$ cat config.mk
export PLATFORM = sky130hd
export DESIGN_NAME = uart_fwd_buffer
export DESIGN_NICKNAME = d
export VERILOG_FILES = /design/src/rtl/uart_fwd_buffer.sv
export SDC_FILE = /design/constraint.sdc
export NUM_CORES = 1
export LEC_CHECK = 0
export CAP_MARGIN = 20
export CORE_MARGIN = 2
export CORE_UTILIZATION = 45
export DETAILED_ROUTE_END_ITERATION = 6
export GPL_TIMING_DRIVEN = 0
export PLACE_DENSITY = 0.61
export REMOVE_ABC_BUFFERS = 1
export SLEW_MARGIN = 10
export SYNTH_ARGS = -nofsm -noshare
export SYNTH_HDL_FRONTEND = slang
export SYNTH_SLANG_ARGS = --single-unit
export TNS_END_PERCENT = 50
$ cat constraint.sdc
create_clock -name sys_clk -period 7.3 [get_ports sys_clk]
set_clock_uncertainty 0.05 [all_clocks]
set_input_delay 1.46 -clock sys_clk [delete_from_list [all_inputs] [get_ports sys_clk]]
set_output_delay 1.46 -clock sys_clk [all_outputs]
set_load 0.02 [all_outputs]
$ cat src/rtl/uart_fwd_buffer.sv
// uart_fwd_buffer: circular FIFO between the UART RX and TX sides, with an
// optional XOR tamper on the write path and a tx_start/tx_ready replay FSM.
//
// Ports:
//   sys_clk, rst         - clock, async active-high reset
//   rx_new_data, rx_data - received word strobe and value
//   mitm_en, mitm_mask   - XOR tamper enable and mask, applied when writing
//   tx_ready             - transmitter idle
//   tx_start, tx_data    - one-cycle start pulse and registered word to send
//   clr_overflow         - synchronous clear of the sticky overflow flag
//   fill_level, overflow - words stored, sticky "word dropped" flag
module uart_fwd_buffer #(
    parameter int NUM_DATA_BITS = 8,
    parameter int FIFO_DEPTH    = 16
) (
    input  logic                          sys_clk,
    input  logic                          rst,
    input  logic                          rx_new_data,
    input  logic [NUM_DATA_BITS-1:0]      rx_data,
    input  logic                          tx_ready,
    output logic                          tx_start,
    output logic [NUM_DATA_BITS-1:0]      tx_data,
    input  logic                          mitm_en,
    input  logic [NUM_DATA_BITS-1:0]      mitm_mask,
    input  logic                          clr_overflow,
    output logic [$clog2(FIFO_DEPTH):0]   fill_level,
    output logic                          overflow
);
    localparam int AW = $clog2(FIFO_DEPTH);
    localparam logic [AW:0] FULL_LVL = (AW+1)'(FIFO_DEPTH);

    typedef enum logic [1:0] {
        IDLE,
        WAIT_BUSY,
        WAIT_READY
    } state_e;

    logic [NUM_DATA_BITS-1:0] mem_q [FIFO_DEPTH];
    logic [AW-1:0]            wr_ptr_q;
    logic [AW-1:0]            rd_ptr_q;
    logic [AW:0]              fill_q;
    logic [AW:0]              fill_d;
    logic                     overflow_q;
    logic                     overflow_d;
    state_e                   state_q;
    logic                     tx_start_q;
    logic [NUM_DATA_BITS-1:0] tx_data_q;

    logic                     pop;
    logic                     full;
    logic                     wr_en;
    logic                     drop;
    logic [NUM_DATA_BITS-1:0] wr_word;

    // Pops only from IDLE; a word written this cycle is not yet counted,
    // so an empty FIFO is never bypassed.
    assign pop     = (state_q == IDLE) && (fill_q != '0) && tx_ready;
    assign full    = (fill_q == FULL_LVL);
    // A pop frees the slot the incoming word lands in (wr_ptr == rd_ptr).
    assign wr_en   = rx_new_data && (!full || pop);
    assign drop    = rx_new_data && full && !pop;
    assign wr_word = mitm_en ? (rx_data ^ mitm_mask) : rx_data;

    always_comb begin
        fill_d = fill_q;
        if (wr_en && !pop) begin
            fill_d = fill_q + 1'b1;
        end else if (!wr_en && pop) begin
            fill_d = fill_q - 1'b1;
        end
    end

    // Set wins over clear.
    always_comb begin
        overflow_d = overflow_q;
        if (drop) begin
            overflow_d = 1'b1;
        end else if (clr_overflow) begin
            overflow_d = 1'b0;
        end
    end

    always_ff @(posedge sys_clk) begin
        if (wr_en) begin
            mem_q[wr_ptr_q] <= wr_word;
        end
    end

    always_ff @(posedge sys_clk or posedge rst) begin
        if (rst) begin
            wr_ptr_q   <= '0;
            fill_q     <= '0;
            overflow_q <= 1'b0;
        end else begin
            if (wr_en) begin
                wr_ptr_q <= wr_ptr_q + 1'b1;
            end
            fill_q     <= fill_d;
            overflow_q <= overflow_d;
        end
    end

    always_ff @(posedge sys_clk or posedge rst) begin
        if (rst) begin
            state_q    <= IDLE;
            rd_ptr_q   <= '0;
            tx_start_q <= 1'b0;
            tx_data_q  <= '0;
        end else begin
            case (state_q)
                IDLE: begin
                    tx_start_q <= 1'b0;
                    if (pop) begin
                        tx_data_q  <= mem_q[rd_ptr_q];
                        rd_ptr_q   <= rd_ptr_q + 1'b1;
                        tx_start_q <= 1'b1;
                        state_q    <= WAIT_BUSY;
                    end
                end
                WAIT_BUSY: begin
                    tx_start_q <= 1'b0;
                    if (!tx_ready) begin
                        state_q <= WAIT_READY;
                    end
                end
                WAIT_READY: begin
                    tx_start_q <= 1'b0;
                    if (tx_ready) begin
                        state_q <= IDLE;
                    end
                end
                default: begin
                    tx_start_q <= 1'b0;
                    state_q    <= IDLE;
                end
            endcase
        end
    end

    assign tx_start   = tx_start_q;
    assign tx_data    = tx_data_q;
    assign fill_level = fill_q;
    assign overflow   = overflow_q;

endmodule

==> results_dict.tcl <==
set metrics [dict create \
    run_status "completed" \
    dpl.cell_count 540 \
    cts.clk_slew.worst_paths_ns 0.06 \
    syn_to_final_growth_pct 19.7 \
    final_cells 574 \
    maxCapViolCount 0 \
    grt_max_degree 35 \
    setup_ws_ns 3.18 \
    cts_tree "built" \
    postCtsSetupRepairBufs 0 \
    reg2reg_depth 9 \
    cp-end-kind "register" \
    yosysSeqAreaShare 0.710 \
    finalWirelength_um 11700 \
    top_layer_used "met4" \
    dieArea_um2 14900 \
    hold_viol_final 0 \
    worstSetupPathType "in -> reg" \
    stdcell_area_um2 7530 \
    ioPinCount 37 \
    clockBufferDepth 2 \
    core.rowCount 43 \
    r2r-end "fill_level[4]$_DFFE_PP0P_" \
    drt-pass1-iter-count 4 \
    period_share 0.564 \
    yosysUniqueCellTypes 34 \
    avgSynthCellArea_um2 18.4 \
    max_clock_freq_ghz 0.243 \
    dp_slack_ns 2.76 \
    placement.io_buffers 36 \
    r2r_slack_ns 3.86 \
    globalRoute.totalOverflow 0 \
    synth_flop_cell "edfxtp_1" \
    fin_setup_tns_ns 0 \
    grt_pass1_wl_um 18000 \
    num-nets-final 413 \
    viasPerCell 5.39 \
    worst_pin_slew_ns 0.994 \
    synth_common_cells "128 x edfxtp_1, 25 x dfrtp_1, 24 x mux4_2" \
    wl_met1_um 5010 \
    synth.most_common_cell "edfxtp_1" \
    wl_met2_um 6190 \
    cp_data_arrival_time_ns 4.41 \
    r2r_start "fill_level[0]$_DFFE_PP0P_" \
    drive_gt1_frac 0.183 \
    cts_hold_buf 0 \
    ys_ff_latch 153 \
    start_util 0.457 \
    track_usage 0.173 \
    min_path_cells 1 \
    cts_buffers 17 \
    syn_inst 342 \
    grt_pass1_vias 3190 \
    maxSlewViolCount 0 \
    worstSetupStartpointType "primary input" \
    fp.dieH_um 122 \
    detail-route-antenna-nets 0 \
    fillers 1112 \
    core_area_um2 13800 \
    n_antenna_cell 0 \
    drt_iter0_markers 185 \
    min_period_ns 4.12 \
    async_reset_ff_frac 0.163 \
    wl_per_cell_um 20.4 \
    cp.required_ns 7.59 \
    yosysWarnings 0 \
    met3WireLength_um 437 \
    routabilityCongestion 0.701 \
    peakVddDrop_mv 0.336 \
    crit_fanout 20 \
    syn_area_um2 6290 \
    place_area_um2 6800 \
    rsz0062_at_grt "false" \
    min-delay-start "state_q[1]$_DFFE_PP0P_" \
    relSlewSlack 0.335 \
    cts.sinks 153 \
    clock-root-buffer "clkbuf_16" \
    clock_latency_ns 0.41 \
    grt_antenna_before_repair 0 \
    yosys.area.top_type_share 0.611 \
    post-dp-hpwl_um 7170 \
    synth_edf_count 128 \
    hp-class "reg -> reg" \
    hold_end "state_q[0]$_DFFE_PP0P_" \
    p_per_area_nw_per_um2 399 \
    power_leakage_nw 2.64 \
    setup_viol 0 \
    synth_area_leaders "edfxtp_1 61%, dfrtp_1 9.9%, mux4_2 8.6%, mux4_1 3.3%, xnor2_1 2.5%" \
    post-route-util 0.547 \
    dr_total_vias 3096 \
    die_w_um 122 \
    cts_resized 0 \
    cts_htree_levels 4 \
    yosys.area.top_type "edfxtp_1" \
    route.detailed.drc 0 \
]
-- worst max-delay path by stage --
| stage | start | depth (start not counted) | end | slack [ns] |
|---|---|---|---|---|
| detailed placement | tx_ready | 10 | fill_level[4]$_DFFE_PP0P_ | 2.76 |
| global route | tx_ready | 10 | fill_level[4]$_DFFE_PP0P_ | 3.06 |
| global placement | tx_ready | 5 | mem_q[0][1]$_DFFE_PP_ | 2.78 |
| CTS | tx_ready | 10 | fill_level[4]$_DFFE_PP0P_ | 3.19 |
| floorplan | tx_ready | 9 | fill_level[4]$_DFFE_PP0P_ | 3.62 |
| finish | tx_ready | 10 | fill_level[4]$_DFFE_PP0P_ | 3.18 |
-- sequential cells by signal, summed over array words and instances, names as in the netlist --
register and flops:
state_q 2, tx_start 1, rd_ptr_q 4, tx_data 8, wr_ptr_q 4, overflow 1, fill_level 5, mem_q 128
-- cell families (layout without fill, tap and decap cells) --
logic type      after synthesis  in the layout  synth area share
compound gates               35             35            0.0418
buf+inv                      29             81            0.0245
simple gates                 54             54            0.0404
mux                          42             42             0.135
fa+ha+maj                    10             10            0.0211
xor+xnor                     19             19            0.0265
flops                       153            153             0.710
-- cells in the final DEF, fill, tap and decap left out, types with 2 or more instances in the layout --
cell type	Yosys	layout
edfxtp_1	128	128
clkdlybuf4s50_1	0	36
mux4_2	24	24
dfrtp_1	25	22
nand2_1	20	20
clkbuf_16	0	17
nor2_1	15	15
xnor2_1	18	11
a21oi_1	10	10
inv_1	9	9
mux2i_1	9	9
ha_1	9	9
nor2b_1	8	8
a211o_1	8	8
a22o_1	8	8
mux4_1	8	8
xnor2_2	0	7
bufinv_16	0	5
o21ai_0	4	4
nor3_2	0	4
a21o_1	3	3
nand4_1	3	3
clkbuf_1	8	3
dfrtp_2	0	3
nand2b_1	2	2
clkbuf_8	0	2
clkinv_2	0	2
clkinv_1	0	2
-- metrics by stage --
stage | power (mW) | hold slack (ns)
after floorplan | 1.78 | 0.392
after global placement | 2.05 | 0.413
after detailed placement | 2.08 | 0.426
after CTS | 3.03 | 0.433
after global routing | 3.15 | 0.441
final | 3.00 | 0.430
-- per-layer routing --
metal	vias to the layer above	global-route usage
li1	1414	-
met1	1614	0.210
met2	61	0.298
met3	7	0.0530
met4	0	0.0496
met5	-	0
-- worst max-delay path, stage by stage --
cell and delay [ns]:
clkdlybuf4s50_1 0.51, or3b_1 0.43, a21o_1 0.45, ha_1 0.33, inv_1 0.16, ha_1 0.30
a21o_1 0.20, a21oi_1 0.19, mux2i_1 0.24, xnor2_1 0.13
-- final cells by class --
type                            instances  area [µm²]  share of cell area
Clock buffer                           22         464              0.0616
Timing Repair Buffer                   39         415              0.0552
Inverter                               10        37.5             0.00498
Multi-Input combinational cell        160        1740               0.231
Tap cell                              180         225              0.0299
Sequential cell                       153        4470               0.594
Clock inverter                         10         175              0.0233
-- power by group --
group | total (mW) | leakage [nW] | internal, mW | switching, mW
sequential | 1.29 | 1.46 | 1.10 | 0.194
clock | 0.946 | 0.309 | 0.621 | 0.324
combinational | 0.763 | 0.871 | 0.417 | 0.346
total | 3.00 | 2.64 | 2.14 | 0.865
(Power assumes the default switching activity.)
